--- config.mk ---
export PLATFORM = sky130hd
export DESIGN_NAME = multicycle_ctrl
export DESIGN_NICKNAME = d
export VERILOG_FILES = /design/src/rtl/ctrl_pkg.sv /design/src/rtl/mem_wait_cnt.sv /design/src/rtl/multicycle_ctrl.sv
export SDC_FILE = /design/constraint.sdc
export NUM_CORES = 1
export LEC_CHECK = 0
export ABC_AREA = 0
export CORE_MARGIN = 3
export CORE_UTILIZATION = 45
export CTS_BUF_LIST = sky130_fd_sc_hd__clkbuf_4
export DETAILED_ROUTE_END_ITERATION = 10
export PLACE_DENSITY = 0.88
export SYNTH_ARGS = -nofsm -noshare
export SYNTH_HDL_FRONTEND = slang
export SYNTH_SLANG_ARGS = --single-unit
--- constraint.sdc ---
create_clock -name clk -period 2.12 [get_ports clk]
set_clock_uncertainty 0.2 [all_clocks]
set_input_delay 0.424 -clock clk [delete_from_list [all_inputs] [get_ports clk]]
set_output_delay 0.424 -clock clk [all_outputs]
set_load 0.02 [all_outputs]
--- src/rtl/ctrl_pkg.sv ---
// Shared encodings for the multicycle datapath controller: FSM states, opcode/funct
// values and the mux-select / ALU-operation codes driven onto the datapath.
package ctrl_pkg;

    // ADDI execute and load/store address generation drive identical controls, so
    // they share StImmEx; this keeps the state space within 4 bits.
    typedef enum logic [3:0] {
        StRst,
        StFetch,
        StMemwF,
        StDecode,
        StREx,
        StRWb,
        StImmEx,
        StIWb,
        StLuiWb,
        StMemwL,
        StLwWb,
        StMemwS,
        StBeq,
        StJmp,
        StJal,
        StExc
    } state_e;

    localparam logic [5:0] OpRtype = 6'h00;
    localparam logic [5:0] OpJ     = 6'h02;
    localparam logic [5:0] OpJal   = 6'h03;
    localparam logic [5:0] OpBeq   = 6'h04;
    localparam logic [5:0] OpAddi  = 6'h08;
    localparam logic [5:0] OpLui   = 6'h0F;
    localparam logic [5:0] OpLw    = 6'h23;
    localparam logic [5:0] OpSw    = 6'h2B;

    localparam logic [5:0] FnAdd = 6'h20;
    localparam logic [5:0] FnSub = 6'h22;
    localparam logic [5:0] FnAnd = 6'h24;
    localparam logic [5:0] FnSlt = 6'h2A;

    localparam logic [2:0] AluAdd = 3'd0;
    localparam logic [2:0] AluSub = 3'd1;
    localparam logic [2:0] AluAnd = 3'd2;
    localparam logic [2:0] AluSlt = 3'd3;

    localparam logic [1:0] PcSrcAlu    = 2'd0;
    localparam logic [1:0] PcSrcAluOut = 2'd1;
    localparam logic [1:0] PcSrcJump   = 2'd2;

    localparam logic [1:0] AsbReg    = 2'd0;
    localparam logic [1:0] AsbFour   = 2'd1;
    localparam logic [1:0] AsbImm    = 2'd2;
    localparam logic [1:0] AsbImmSh2 = 2'd3;

    localparam logic [2:0] WdAluOut = 3'b000;
    localparam logic [2:0] WdMdr    = 3'b001;
    localparam logic [2:0] WdLui    = 3'b010;
    localparam logic [2:0] WdPc     = 3'b011;

    localparam logic [1:0] RegDstRt = 2'd0;
    localparam logic [1:0] RegDstRd = 2'd1;
    localparam logic [1:0] RegDstRa = 2'd2;

    function automatic logic funct_legal(input logic [5:0] funct);
        return (funct == FnAdd) || (funct == FnSub) || (funct == FnAnd) || (funct == FnSlt);
    endfunction

    function automatic logic [2:0] funct_alu_op(input logic [5:0] funct);
        logic [2:0] op;
        case (funct)
            FnSub:   op = AluSub;
            FnAnd:   op = AluAnd;
            FnSlt:   op = AluSlt;
            default: op = AluAdd;
        endcase
        return op;
    endfunction

endpackage

--- src/rtl/mem_wait_cnt.sv ---
// Memory wait-state counter: loads the latency, counts down to zero and holds there.
module mem_wait_cnt (
    input  logic       clk,
    input  logic       reset_n,
    input  logic       i_load,
    input  logic [2:0] i_load_val,
    output logic [2:0] o_cnt,
    output logic       o_last
);

    logic [2:0] r_cnt;

    always_ff @(posedge clk or negedge reset_n) begin
        if (!reset_n) begin
            r_cnt <= 3'd0;
        end else if (i_load) begin
            r_cnt <= i_load_val;
        end else if (r_cnt != 3'd0) begin
            r_cnt <= r_cnt - 3'd1;
        end
    end

    assign o_cnt  = r_cnt;
    assign o_last = (r_cnt == 3'd1);

endmodule

--- src/rtl/multicycle_ctrl.sv ---
// Moore controller for the multicycle 32-bit datapath: every select and write enable
// is decoded from the state register (plus funct in R_EX).
module multicycle_ctrl
    import ctrl_pkg::*;
#(
    parameter int unsigned MEM_LAT     = 1,
    parameter logic [1:0]  EXC_VEC_SEL = 2'd3
) (
    input  logic       clk,
    input  logic       reset_n,
    input  logic [5:0] opcode,
    input  logic [5:0] funct,
    input  logic       zero,
    output logic       pc_write,
    output logic       pc_write_cond,
    output logic [1:0] pc_src,
    output logic       iord,
    output logic       mem_wr,
    output logic       ir_write,
    output logic       mdr_write,
    output logic       reg_write,
    output logic [1:0] reg_dst,
    output logic [2:0] wd_sel,
    output logic       alu_src_a,
    output logic [1:0] alu_src_b,
    output logic [2:0] alu_op,
    output logic       epc_write,
    output logic [3:0] state_o
);

    localparam logic [2:0] LatCnt = 3'(MEM_LAT);

    state_e     r_state;
    state_e     w_state_next;
    logic       w_cnt_load;
    logic       w_cnt_last;
    logic [2:0] w_cnt;
    // Branch qualification by zero happens in the PC write-enable logic of the datapath.
    logic       w_unused_zero;

    assign w_unused_zero = zero;

    mem_wait_cnt u_wait_cnt (
        .clk        (clk),
        .reset_n    (reset_n),
        .i_load     (w_cnt_load),
        .i_load_val (LatCnt),
        .o_cnt      (w_cnt),
        .o_last     (w_cnt_last)
    );

    always_ff @(posedge clk or negedge reset_n) begin
        if (!reset_n) begin
            r_state <= StRst;
        end else begin
            r_state <= w_state_next;
        end
    end

    always_comb begin
        w_state_next  = r_state;
        w_cnt_load    = 1'b0;
        pc_write      = 1'b0;
        pc_write_cond = 1'b0;
        pc_src        = PcSrcAlu;
        iord          = 1'b0;
        mem_wr        = 1'b0;
        ir_write      = 1'b0;
        mdr_write     = 1'b0;
        reg_write     = 1'b0;
        reg_dst       = RegDstRt;
        wd_sel        = WdAluOut;
        alu_src_a     = 1'b0;
        alu_src_b     = AsbReg;
        alu_op        = AluAdd;
        epc_write     = 1'b0;

        case (r_state)
            StRst: w_state_next = StFetch;
            StFetch: begin
                alu_src_b    = AsbFour;
                pc_write     = 1'b1;
                w_cnt_load   = 1'b1;
                w_state_next = StMemwF;
            end
            StMemwF: begin
                if (w_cnt_last) begin
                    ir_write     = 1'b1;
                    w_state_next = StDecode;
                end
            end
            StDecode: begin
                alu_src_b = AsbImmSh2;
                case (opcode)
                    OpRtype:    w_state_next = StREx;
                    OpAddi:     w_state_next = StImmEx;
                    OpLui:      w_state_next = StLuiWb;
                    OpLw, OpSw: w_state_next = StImmEx;
                    OpBeq:      w_state_next = StBeq;
                    OpJ:        w_state_next = StJmp;
                    OpJal:      w_state_next = StJal;
                    default:    w_state_next = StExc;
                endcase
            end
            StREx: begin
                alu_src_a    = 1'b1;
                alu_op       = funct_alu_op(funct);
                w_state_next = funct_legal(funct) ? StRWb : StExc;
            end
            StRWb: begin
                reg_write    = 1'b1;
                reg_dst      = RegDstRd;
                w_state_next = StFetch;
            end
            StImmEx: begin
                alu_src_a  = 1'b1;
                alu_src_b  = AsbImm;
                w_cnt_load = 1'b1;
                if (opcode == OpLw) begin
                    w_state_next = StMemwL;
                end else if (opcode == OpSw) begin
                    w_state_next = StMemwS;
                end else begin
                    w_state_next = StIWb;
                end
            end
            StIWb: begin
                reg_write    = 1'b1;
                w_state_next = StFetch;
            end
            StLuiWb: begin
                reg_write    = 1'b1;
                wd_sel       = WdLui;
                w_state_next = StFetch;
            end
            StMemwL: begin
                iord = 1'b1;
                if (w_cnt_last) begin
                    mdr_write    = 1'b1;
                    w_state_next = StLwWb;
                end
            end
            StLwWb: begin
                reg_write    = 1'b1;
                wd_sel       = WdMdr;
                w_state_next = StFetch;
            end
            StMemwS: begin
                iord   = 1'b1;
                // Only the first wait cycle writes, so a store is exactly one write pulse.
                mem_wr = (w_cnt == LatCnt);
                if (w_cnt_last) begin
                    w_state_next = StFetch;
                end
            end
            StBeq: begin
                alu_src_a     = 1'b1;
                alu_op        = AluSub;
                pc_write_cond = 1'b1;
                pc_src        = PcSrcAluOut;
                w_state_next  = StFetch;
            end
            StJmp: begin
                pc_write     = 1'b1;
                pc_src       = PcSrcJump;
                w_state_next = StFetch;
            end
            StJal: begin
                reg_write    = 1'b1;
                reg_dst      = RegDstRa;
                wd_sel       = WdPc;
                pc_write     = 1'b1;
                pc_src       = PcSrcJump;
                w_state_next = StFetch;
            end
            StExc: begin
                epc_write    = 1'b1;
                pc_write     = 1'b1;
                pc_src       = EXC_VEC_SEL;
                w_state_next = StFetch;
            end
            default: w_state_next = StRst;
        endcase
    end

    assign state_o = r_state;

endmodule

# Word level (Yosys, flattened, before mapping)
# Index checks and enable logic that the tools add are counted.
dict set report word_totals {
  ff_bits 7
  inputBits 15
  word_cells 76
}
dict set report op_classes {
  addsub 1
  n_eq_ne 30
  n_mux 27
  reduce_logical 16
}
# cell n
set op_table {}
lappend op_table {{equality test 6 bit, second input constant} 6}
lappend op_table {{equality test 4 bit, second input constant} 8}
lappend op_table {{case mux 4 bit (8 select lines)} 1}
lappend op_table {{2-to-1 mux 4 bit} 6}
lappend op_table {{case mux 2 bit (3 select lines)} 4}
lappend op_table {{case mux 4 bit (6 select lines)} 1}
lappend op_table {{equality test 4 x 3 -> 1 bit, second input constant} 4}
lappend op_table {{equality test 6 x 2 -> 1 bit, second input constant} 2}
lappend op_table {{equality test 6 x 4 -> 1 bit, second input constant} 2}
lappend op_table {{2-to-1 mux 1 bit} 11}
lappend op_table {{OR reduction 9 bit} 1}
lappend op_table {{equality test 4 x 2 -> 1 bit, second input constant} 2}
lappend op_table {{case mux 2 bit (2 select lines)} 2}
lappend op_table {{equality test 6 x 3 -> 1 bit, second input constant} 1}
lappend op_table {{zero test 6 bit} 1}
lappend op_table {{2-to-1 mux 3 bit} 2}
lappend op_table {{!= test 2 x 1 -> 1 bit, second input constant} 3}
lappend op_table {{OR reduction 2 bit} 3}
lappend op_table {{OR reduction 3 bit} 2}
lappend op_table {{OR reduction 5 bit} 1}
lappend op_table {{equality test 4 x 1 -> 1 bit, second input constant} 1}
lappend op_table {{zero test 4 bit} 1}
lappend op_table {{OR reduction 4 bit} 1}
lappend op_table {{equality test 3 x 1 -> 1 bit, second input constant} 1}
lappend op_table {{other kinds (5)} 7}

# Logic depth before layout (Yosys ltp)
# Gate-level depths: netlist (run 1).
dict set report logic_depth {
  ltp_word 6
  ltp_mapped 8
  depth_no_buf 7
}

# By module
# A second synthesis (run 1) with hierarchy kept.
dict set report unflattened {
  cells_unflattened 117
  area_unflattened_um2 832.0
}
# module n_inst cells_per_inst area_per_inst_um2 seq_area_each_um2
set by_module_without_submodules {}
lappend by_module_without_submodules {multicycle_ctrl 1 95 613.1 100.1}
lappend by_module_without_submodules {mem_wait_cnt 1 22 219.0 75.1}

# Worst setup path before layout (run 1)
# Ideal clock, no wire load.
dict set report synth_path {
  path_kind {register -> output}
  start {register r_state[3], in the netlist state_o[3]}
  end {output pc_src[0]}
  arrival_time_ns 1.561
  setup_slack_ns -0.065
  stages_incl_launch_ff 5
  path_cell_list {dfrtp_1 > buf_2 > nand2_1 > nor3_1 > or2_2}
}
dict set report synth_between {
  elab_chain_cells 3
}
# element line_no
set synth_lines {}
lappend synth_lines {{start: declaration} multicycle_ctrl.sv:33} ;# state_e r_state;
lappend synth_lines {{start signal: assignment} multicycle_ctrl.sv:54} ;# r_state <= StRst;
lappend synth_lines {{start signal: assignment} multicycle_ctrl.sv:56} ;# r_state <= w_state_next;
lappend synth_lines {{equality test 4 bit} multicycle_ctrl.sv:78} ;# case (r_state)
lappend synth_lines {{OR reduction 2 bit (no source line)} --}
lappend synth_lines {{case mux 2 bit (3 select lines) (*)} multicycle_ctrl.sv:78}
lappend synth_lines {{end: declaration} multicycle_ctrl.sv:16} ;# output logic [1:0] pc_src,
# Every way passes the cells marked *; elsewhere a longest branch is shown, timed or not.

# Worst setup path after layout (run 1)
dict set report layout_path {
  start {register r_state[3], in the netlist state_o[3]}
  end {output pc_src[1]}
}
# Same word-level chain as after synthesis.

==> results of run 1 <==
==> worst reg2reg max path, delay by kind of cell (launching register included) <==
family                     cells  cell delay [ns]
AOI/OAI and AO/OA              3             0.41
and+or+nand+nor                2             0.24
adders and majority gates      1             0.22
DFF                            1             0.38
buffers and inverters          1             0.19
==> report_power, final <==
group / total (mW) / leakage, nW / switching (mW) / internal [mW]
Combinational: 1.60 / 0.659 / 0.883 / 0.719
Sequential: 0.268 / 0.0820 / 0.0660 / 0.202
Clock: 0.135 / 0.0184 / 0.0505 / 0.0847
Total: 2.00 / 0.760 / 0.999 / 1.01
==> cells in the final DEF (no fill, tap or decap), types with 2 or more instances in the layout <==
cell             instances
clkbuf_2                 4
o31ai_1                  2
buf_4                   32
a21oi_1                 12
dlygate4sd2_1            5
nor3_1                   9
clkdlybuf4s50_1          8
nand2b_4                 2
dfrtp_1                  6
nand2_1                  9
o21ai_0                  3
nor2_1                  17
inv_1                    5
a31oi_1                  3
clkdlybuf4s15_1          2
conb_1                   2
buf_2                    7
and3_1                   2
a211oi_1                 2
nor3_2                   2
dlymetal6s2s_1           8
nand3_1                  2
buf_6                    2
nor4_2                   2
clkbuf_4                 4
ha_1                     3
o21ai_1                  3
nand2b_1                 3
==> sequential cells by signal (all words and copies together), names as in the netlist <==
register and flops:
state_o 4, u_wait_cnt.o_cnt 3
==> what timing repair did <==
item	CTS	global route
hold buffers	0	0
setup buffers	0	2
setup endpoints to repair	20	16
pin swaps	1	3
resized for setup	52	31
==> worst max path at each step <==
| stage | endpoint | slack, ns | start |
|---|---|---|---|
| floorplan | mdr_write | 0.07 | state_o[3] |
| global placement | alu_op[0] | -0.44 | funct[1] |
| detailed placement | alu_op[0] | -0.48 | funct[0] |
| CTS | alu_op[0] | -0.03 | funct[4] |
| global route | pc_src[1] | -0.07 | state_o[3] |
| finish | pc_src[1] | 0.03 | state_o[3] |
==> layer usage <==
metal  part of all wire (%)  vias to the layer above
met5                      0                        -
met4                    3.8                        0
met3                    6.4                       14
met2                     53                       70
met1                     37                      576
li1                       -                      544
==> synth_stat cells <==
library cell	n	share of area, %
nor3_1	11	6.7
o21ai_1	3	1.8
buf_6	2	2.7
mux2_2	1	1.4
buf_4	4	3.7
nor2_2	1	0.76
dfrtp_1	7	21
buf_2	2	1.2
nand2_2	1	0.76
or2_2	1	0.76
a31oi_1	3	2.3
nand3_1	2	1.2
a211oi_1	2	1.8
nor3b_2	1	1.5
nand2_1	10	4.6
nand4_1	1	0.76
o22a_1	1	1.1
conb_1	1	0.46
a211o_1	1	1.1
nor2_1	17	7.8
nor4_1	2	1.5
nand2b_2	1	1.1
or3_1	1	0.76
nand3b_1	1	0.92
and2_4	1	1.1
and3_1	2	1.5
a21boi_1	1	0.92
xnor2_1	1	1.1
nor2b_1	1	0.76
inv_2	1	0.46
nand2b_4	1	1.7
a21oi_1	13	7.9
o21ai_0	3	1.8
o211ai_1	1	0.92
o31ai_1	2	1.8
ha_1	3	4.6
nand2b_1	4	3.1
and2b_1	1	0.92
inv_1	5	2.3
a41oi_1	1	1.1
==> kinds of logic (layout without fill, tap and decap cells) <==
logic type	after synthesis	after routing	share of synthesized area, %
AND/OR/NAND/NOR	60	60	38.2
AO/OA/AOI/OAI	31	31	22.6
buffers and inverters	14	78	10.4
flip-flops	7	7	21.4
adder cells (fa/ha/maj)	3	3	4.58
other	1	2	0.458
XOR/XNOR	1	1	1.07
multiplexers	1	1	1.37
==> final cells by class <==
type,instances,area [um^2],area share (%)
multi-input cells,98,618,43.0
repair buffers,68,562,39.0
flip-flops and latches,7,176,12.3
clock buffers,4,30.0,2.09
well taps,24,30.0,2.09
inverters,6,22.5,1.57
==> metrics by stage <==
stage                     instances  total power [mW]  util (%)  setup slack (ns)
after global routing            207              2.14      89.3           -0.0693
after floorplan                 119              1.10         -            0.0680
after detailed placement        201              1.82      86.5            -0.485
final                           207              2.00      89.3            0.0281
after CTS                       205              1.94      87.9           -0.0349
after global placement          201              1.74      86.5            -0.437
==> results.yml, run 1 <==
job:
  drv_cap: 0
final_layout:
  drive_above_1_share_pct: 36.6
  n_antenna_cell: 0
  fillers: 82
  design_area_um2: 1440
  fin_nets: 202
  syn_to_final_growth_pct: 75.6
clocking:
  cts_buffers: 3
  cts_max_path_buffers: 2
  cts.sinks: 7
  cts_htree_levels: 1
  path_clk_slew_ns: 0.06
  clk-insertion-delay-late_ns: 0.26
  cts_tree: "done"
  cts-root-buf: "clkbuf_4"
placed_design:
  hpwl_um: 2430
  placed_area_um2: 1390
  gp_congestion: 0.845
  place.port_buffers: 36
global_routing:
  antenna_found_initial: 0
  grt_pass1_wl_um: 5150
  grt_util_met1_pct: 27.5
  busiest_layer: "met2"
  grt_use_met2_pct: 53.6
  track_usage_pct: 27.1
  use_met3_pct: 6.75
  grt_max_degree: 13
  grt-ovfl-total: 0
  grt_pass1_vias: 1188
power:
  vdd_drop_max_mv: 1.03
  powerDensity_nw_per_um2: 1390
  p_leak_nw: 0.760
floorplanning:
  die_h_um: 48.7
  row_count: 14
  io-pin-count: 40
  initial_core_util_pct: 50.9
  core_area_um2: 1610
  die_w_um: 48.7
  die_area_um2: 2370
route:
  route.detailed.drc: 0
  num_vias: 1204
  drtAntennaViolNets: 0
  wire_per_inst_um: 16.3
  avgViaCountPerCell: 5.82
  wl_um: 3360
  dr.pass1.iters: 4
  drt_iter0_drc: 43
outcome:
  status: "finished, final reports clean"
logic_synthesis:
  yosys_warnings: 0
  syn_area_um2: 820
  synth-seq-cells: 7
  synthCells: 118
  avgSynthCellArea_um2: 6.95
  yosys.cell_types.count: 40
  yosysSeqAreaShare_pct: 21.4
setup_path:
  critPathArrivalTime_ns: 1.47
  r2r_end: "state_o[1]"
  rrSetupSlack_ns: 0.38
  cp_slowest_stage_delay_ns: 0.43
  crit_cells: 4
  cp.required_ns: 1.50
  rr_worst_depth: 7
  cp_slowest_cell: "dfrtp_1"
  cp-start-kind: "flip-flop"
  endpoint_kind: "output pin"
  crit_chain: "nand2_1, buf_4, nor2_1, dlygate4sd2_1"
  r2r-start: "u_wait_cnt.o_cnt[0]"
  crit_fanout: 6
  crit_family: "buffers and inverters"
  worst-path-buf-inv: 2
  criticalPathCategory: "reg -> out"
timing:
  fin_crit_sh_pct: 98.7
  fmax_mhz: 478
  layout_min_cycle_time_ns: 2.09
  hold_slack_ns: 0.231
  rsz0062_at_grt: "true"
  setup-tns-final_ns: 0
  finalMaxSlewViolations: 0
  hold_viol_final: 0
  setup_viol: 0
hold_path:
  hold_class: "in -> async"
Power figures use the tool's default switching activity.
==> inputs of run 2 (changes only) <==
CTS_CLUSTER_DIAMETER = 30   (was unset)
==> results of run 2 <==
Final layout, timing and power as in run 1 (identical DEF).
